[src/rtl/usb_cmd_deframer.sv]
// Receive-side deframer for the EZ-USB word stream: header hunt, payload
// forwarding, trailing additive checksum check and error counters.
module usb_cmd_deframer #(
  parameter logic [7:0]  SYNC    = 8'hA5,
  parameter logic [11:0] MAX_LEN = 12'd2048
) (
  input  logic        ifclk,
  input  logic        reset,
  input  logic [15:0] in_data,
  input  logic        in_valid,
  output logic        in_ready,
  output logic        hdr_valid,
  input  logic        hdr_ready,
  output logic [7:0]  hdr_cmd,
  output logic [3:0]  hdr_dest,
  output logic [11:0] hdr_len,
  output logic [15:0] pl_data,
  output logic        pl_valid,
  input  logic        pl_ready,
  output logic        pl_last,
  output logic        end_valid,
  output logic        end_ok,
  output logic [15:0] sync_err_cnt,
  output logic [15:0] cksum_err_cnt,
  output logic [2:0]  state
);

  typedef enum logic [2:0] {
    HUNT    = 3'd0,
    LEN     = 3'd1,
    HDR     = 3'd2,
    PAYLOAD = 3'd3,
    CKSUM   = 3'd4
  } state_t;

  state_t      st_q, st_d;
  logic [15:0] sum_q, sum_d;
  logic [11:0] rem_q, rem_d;
  logic [7:0]  cmd_q, cmd_d;
  logic [7:0]  hcmd_q, hcmd_d;
  logic [3:0]  dest_q, dest_d;
  logic [11:0] len_q, len_d;
  logic        hv_q, hv_d;
  logic [15:0] pd_q, pd_d;
  logic        pv_q, pv_d;
  logic        pl_q, pl_d;
  logic        ev_q, ev_d;
  logic        eo_q, eo_d;
  logic [15:0] se_q, se_d;
  logic [15:0] ce_q, ce_d;
  logic        rdy;
  logic        acc;

  always_comb begin
    rdy = 1'b0;
    unique case (st_q)
      HUNT:    rdy = 1'b1;
      LEN:     rdy = 1'b1;
      HDR:     rdy = 1'b0;
      PAYLOAD: rdy = !pv_q || pl_ready;
      CKSUM:   rdy = !pv_q;
      default: rdy = 1'b0;
    endcase
  end

  assign in_ready = rdy && !reset;
  assign acc      = in_valid && in_ready;

  always_comb begin
    st_d   = st_q;
    sum_d  = sum_q;
    rem_d  = rem_q;
    cmd_d  = cmd_q;
    hcmd_d = hcmd_q;
    dest_d = dest_q;
    len_d  = len_q;
    hv_d   = hv_q;
    pd_d   = pd_q;
    pv_d   = pv_q;
    pl_d   = pl_q;
    ev_d   = 1'b0;
    eo_d   = eo_q;
    se_d   = se_q;
    ce_d   = ce_q;
    // a word loaded this cycle overrides the handshake clear below
    if (pv_q && pl_ready) begin
      pv_d = 1'b0;
      pl_d = 1'b0;
    end
    unique case (st_q)
      HUNT: if (acc) begin
        if (in_data[15:8] == SYNC) begin
          cmd_d = in_data[7:0];
          sum_d = in_data;
          st_d  = LEN;
        end else if (se_q != 16'hFFFF) begin
          se_d = se_q + 16'd1;
        end
      end
      LEN: if (acc) begin
        if (in_data[11:0] > MAX_LEN) begin
          if (se_q != 16'hFFFF) se_d = se_q + 16'd1;
          st_d = HUNT;
        end else begin
          hcmd_d = cmd_q;
          dest_d = in_data[15:12];
          len_d  = in_data[11:0];
          rem_d  = in_data[11:0];
          sum_d  = sum_q + in_data;
          hv_d   = 1'b1;
          st_d   = HDR;
        end
      end
      HDR: if (hv_q && hdr_ready) begin
        hv_d = 1'b0;
        st_d = (len_q != 12'd0) ? PAYLOAD : CKSUM;
      end
      PAYLOAD: if (acc) begin
        pd_d  = in_data;
        pv_d  = 1'b1;
        pl_d  = (rem_q == 12'd1);
        sum_d = sum_q + in_data;
        rem_d = rem_q - 12'd1;
        if (rem_q == 12'd1) st_d = CKSUM;
      end
      CKSUM: if (acc) begin
        ev_d = 1'b1;
        eo_d = (in_data == sum_q);
        if (in_data != sum_q && ce_q != 16'hFFFF)
          ce_d = ce_q + 16'd1;
        st_d = HUNT;
      end
      default: st_d = HUNT;
    endcase
  end

  always_ff @(posedge ifclk or posedge reset) begin
    if (reset) begin
      st_q   <= HUNT;
      sum_q  <= '0;
      rem_q  <= '0;
      cmd_q  <= '0;
      hcmd_q <= '0;
      dest_q <= '0;
      len_q  <= '0;
      hv_q   <= 1'b0;
      pd_q   <= '0;
      pv_q   <= 1'b0;
      pl_q   <= 1'b0;
      ev_q   <= 1'b0;
      eo_q   <= 1'b0;
      se_q   <= '0;
      ce_q   <= '0;
    end else begin
      st_q   <= st_d;
      sum_q  <= sum_d;
      rem_q  <= rem_d;
      cmd_q  <= cmd_d;
      hcmd_q <= hcmd_d;
      dest_q <= dest_d;
      len_q  <= len_d;
      hv_q   <= hv_d;
      pd_q   <= pd_d;
      pv_q   <= pv_d;
      pl_q   <= pl_d;
      ev_q   <= ev_d;
      eo_q   <= eo_d;
      se_q   <= se_d;
      ce_q   <= ce_d;
    end
  end

  assign hdr_valid     = hv_q;
  assign hdr_cmd       = hcmd_q;
  assign hdr_dest      = dest_q;
  assign hdr_len       = len_q;
  assign pl_data       = pd_q;
  assign pl_valid      = pv_q;
  assign pl_last       = pl_q;
  assign end_valid     = ev_q;
  assign end_ok        = eo_q;
  assign sync_err_cnt  = se_q;
  assign cksum_err_cnt = ce_q;
  assign state         = st_q;

endmodule
[config.mk]
export PLATFORM = sky130hd
export DESIGN_NAME = usb_cmd_deframer
export DESIGN_NICKNAME = d
export VERILOG_FILES = /design/src/rtl/usb_cmd_deframer.sv
export SDC_FILE = /design/constraint.sdc
export NUM_CORES = 1
export LEC_CHECK = 0
export CORE_MARGIN = 1
export CORE_UTILIZATION = 41
export DETAILED_ROUTE_END_ITERATION = 12
export PLACE_DENSITY_LB_ADDON = 0.05
export SYNTH_ARGS = -nofsm -noshare
export SYNTH_HDL_FRONTEND = slang
export SYNTH_SLANG_ARGS = --single-unit
[constraint.sdc]
create_clock -name ifclk -period 7.08 [get_ports ifclk]
set_input_delay 1.416 -clock ifclk [delete_from_list [all_inputs] [get_ports ifclk]]
set_output_delay 1.416 -clock ifclk [all_outputs]
set_load 0.01 [all_outputs]
==> flow_summary.ini <==
[outcome]
status = finished, final reports clean

[clocking]
cts_buffers = 17
cts_tree = yes
clk_pin_slew_ns = 0.05
clk_latency_ns = 0.41
postCtsSetupBuffers = 0
cts.sinks = 116
cts.repair.resized = 0
clockRootBuffer = clkbuf_16
clockBufferDepth = 2
holdBufCountCts = 0
htreeDepth = 4

[sta]
finClkSkew_ns = 0.008460
min_period_ns = 4.786
timing.fmax_mhz = 208.9
tns_ns = 0
rsz0062_at_grt = false
tightest_slew_ns = 1.050
post-route-period-util_pct = 67.61
relSlewSlack_pct = 29.85
setup-violations-final = 0
finalMaxSlewViolations = 0
hold_viol_final = 0

[power_and_ir_drop]
ir_drop_uv = 218.5
power.density_nw_per_um2 = 387.2
p_leak_nw = 3.364
power.total_mw = 2.945

[cells_and_area]
nets = 700
final_cells = 850
final_common_cell = dfrtp_1
most-common-layout-cells = 116 x dfrtp_1, 101 x clkdlybuf4s50_1, 49 x mux2_2
syn2layout_area_growth_pct = 29.59
drive_gt1_share_pct = 12.84
antenna_cells = 0
fillerInstances = 1230

[worst_setup_path]
worst_setup_path_end_kind = output port
start_kind = input port
critical_path_class = in2out
cp_max_fo = 59
critPathLaunch = reset
crit_required_ns = 5.66
arrival_ns = 3.37
reg2reg_from = state[2]$_DFFE_PP0P_

[routing]
firstDrtPassIters = 5
via_count = 4626
routed_wl_um = 15040
drtAntennaViolNets = 0
vias_per_cell = 5.442
drt-initial-drc-count = 285
avgRoutedWirePerCell_um = 17.70
route.detailed.drc = 0

[global_routing]
grt_pass1_wl_um = 24670
antenna_found_initial = 0
grt_max_degree = 61
overflow = 0
grt_pass1_vias = 4627
grt_usage_pct = 22.14

[synth]
async_reset_ff_share_pct = 100.0
syn-cell-area_sq_um = 5869
synth_edf_count = 0
synth-seq-cells = 116
netlist_instances = 560
avgSynthCellArea_sq_um = 10.48
synth_nets = 601
yosys.cell_types.count = 51
synth-main-ff-cell = dfrtp_1
yosys_warnings = 0
yosysSeqAreaShare_pct = 49.46

[hold_path]
hold_path.class = reg2reg
hp-start = cmd_q[1]$_DFFE_PP0P_

[die]
initial_core_util_pct = 42.12
fp.dieH_um = 121.6
ios = 102
die_w_um = 121.6
num_rows = 43
dieArea_sq_um = 14800
core_sq_um = 13930

[place]
portBuffers = 101
hpwl_um = 10430
routabilityCongestion = 0.8613
dp_cells = 820

[run]
max-cap-violations = 0
-- worst max-delay path: stages --
cell and delay [ns]:
clkdlybuf4s50_1 0.44, inv_4 0.53, and2_1 0.27, and2_1 0.16, clkdlybuf4s50_1 0.54
-- synth_stat cells (3+ instances only) --
cell      count  area [sq um]
a21o_1        5         37.54
a21oi_1      37         185.2
and2_1        7         43.79
and3_1        9         56.30
and4_1        5         43.79
clkbuf_1     21         78.83
dfrtp_1     116          2903
ha_1         19         237.7
inv_1        17         63.81
mux2_2       49         551.8
nand2_1      45         168.9
nand2b_1      6         37.54
nand3_1      20         100.1
nand4_1      10         62.56
nor2_1       31         116.4
nor2_2        3         18.77
nor2b_1       6         37.54
nor3_1        8         40.04
nor4_1       12         75.07
o211ai_1      3         22.52
o21a_1        3         22.52
o21ai_0      39         195.2
o31ai_1       6         45.04
or4_1         3         22.52
xnor2_1      30         262.8
xor2_1       12         105.1
-- area by class of cell --
class,instances,area [sq um],area share (%)
multi-input combinational,404,2815,37.01
clock inverter,11,137.6,1.810
sequential,116,2903,38.16
inverter,17,66.31,0.8719
timing repair buffer,103,1026,13.49
clock buffer,19,432.9,5.692
tap,180,225.2,2.961
-- routing by layer --
layer,global-route usage [%],up-vias,part of all wire (%)
met4,8.951,0,2.2
met1,29.54,2280,46
met3,4.541,20,3.9
met5,0,-,0
li1,-,2198,-
met2,35.16,128,48
-- metrics by stage --
stage,setup slack [ns],hold slack [ns],cell area [sq um],util [%]
2_1_floorplan,1.242,0.4444,5869,-
3_3_place_gp,1.949,0.4622,7036,50.49
3_5_place_dp,1.916,0.4650,7036,50.49
4_1_cts,2.220,0.4773,7606,54.58
5_1_grt,2.011,0.5078,7606,54.58
6_report,2.294,0.4792,7606,54.58
-- state kept, by name, indices dropped and copies added, names as in the netlist, 3 cells and up --
name	flops
hdr_cmd	8
cksum_err_cnt	16
sum_q	16
hdr_len	12
cmd_q	8
rem_q	12
pl_data	16
hdr_dest	4
state	3
sync_err_cnt	16
-- cells by family after synthesis --
kind of cell               count (synthesis)  share of synthesized area [%]
and+or+nand+nor                          177                          16.03
DFF                                      116                          49.46
AOI/OAI and AO/OA                        112                          11.15
muxes                                     53                          10.13
xor gates and xnor gates                  42                          6.267
buffers and inverters                     40                          2.579
adders and majority gates                 20                          4.391
-- where the power goes --
part           leakage (nW)  internal, mW  switching, mW
clock network         0.286         0.545          0.300
logic                  1.58         0.539          0.531
registers              1.50         0.855          0.175
total                  3.36          1.94           1.01
-- worst paths after layout --
| path | cells after the start | endpoint | slack [ns] |
|---|---|---|---|
| worst min register to register | 2 | cmd_q[1]$_DFFE_PP0P_ | 0.48 |
| worst min-delay path | 2 | cmd_q[1]$_DFFE_PP0P_ | 0.48 |
| worst max register to register | 7 | sum_q[15]$_DFFE_PP0P_ | 3.36 |
| max in group asynchronous | 3 | pl_data[1]$_DFFE_PP0P_ | 4.36 |
| min in group asynchronous | 2 | sync_err_cnt[3]$_DFFE_PP0P_ | 1.48 |
| worst max-delay path | 5 | in_ready | 2.29 |
(Power assumes the default switching activity.)
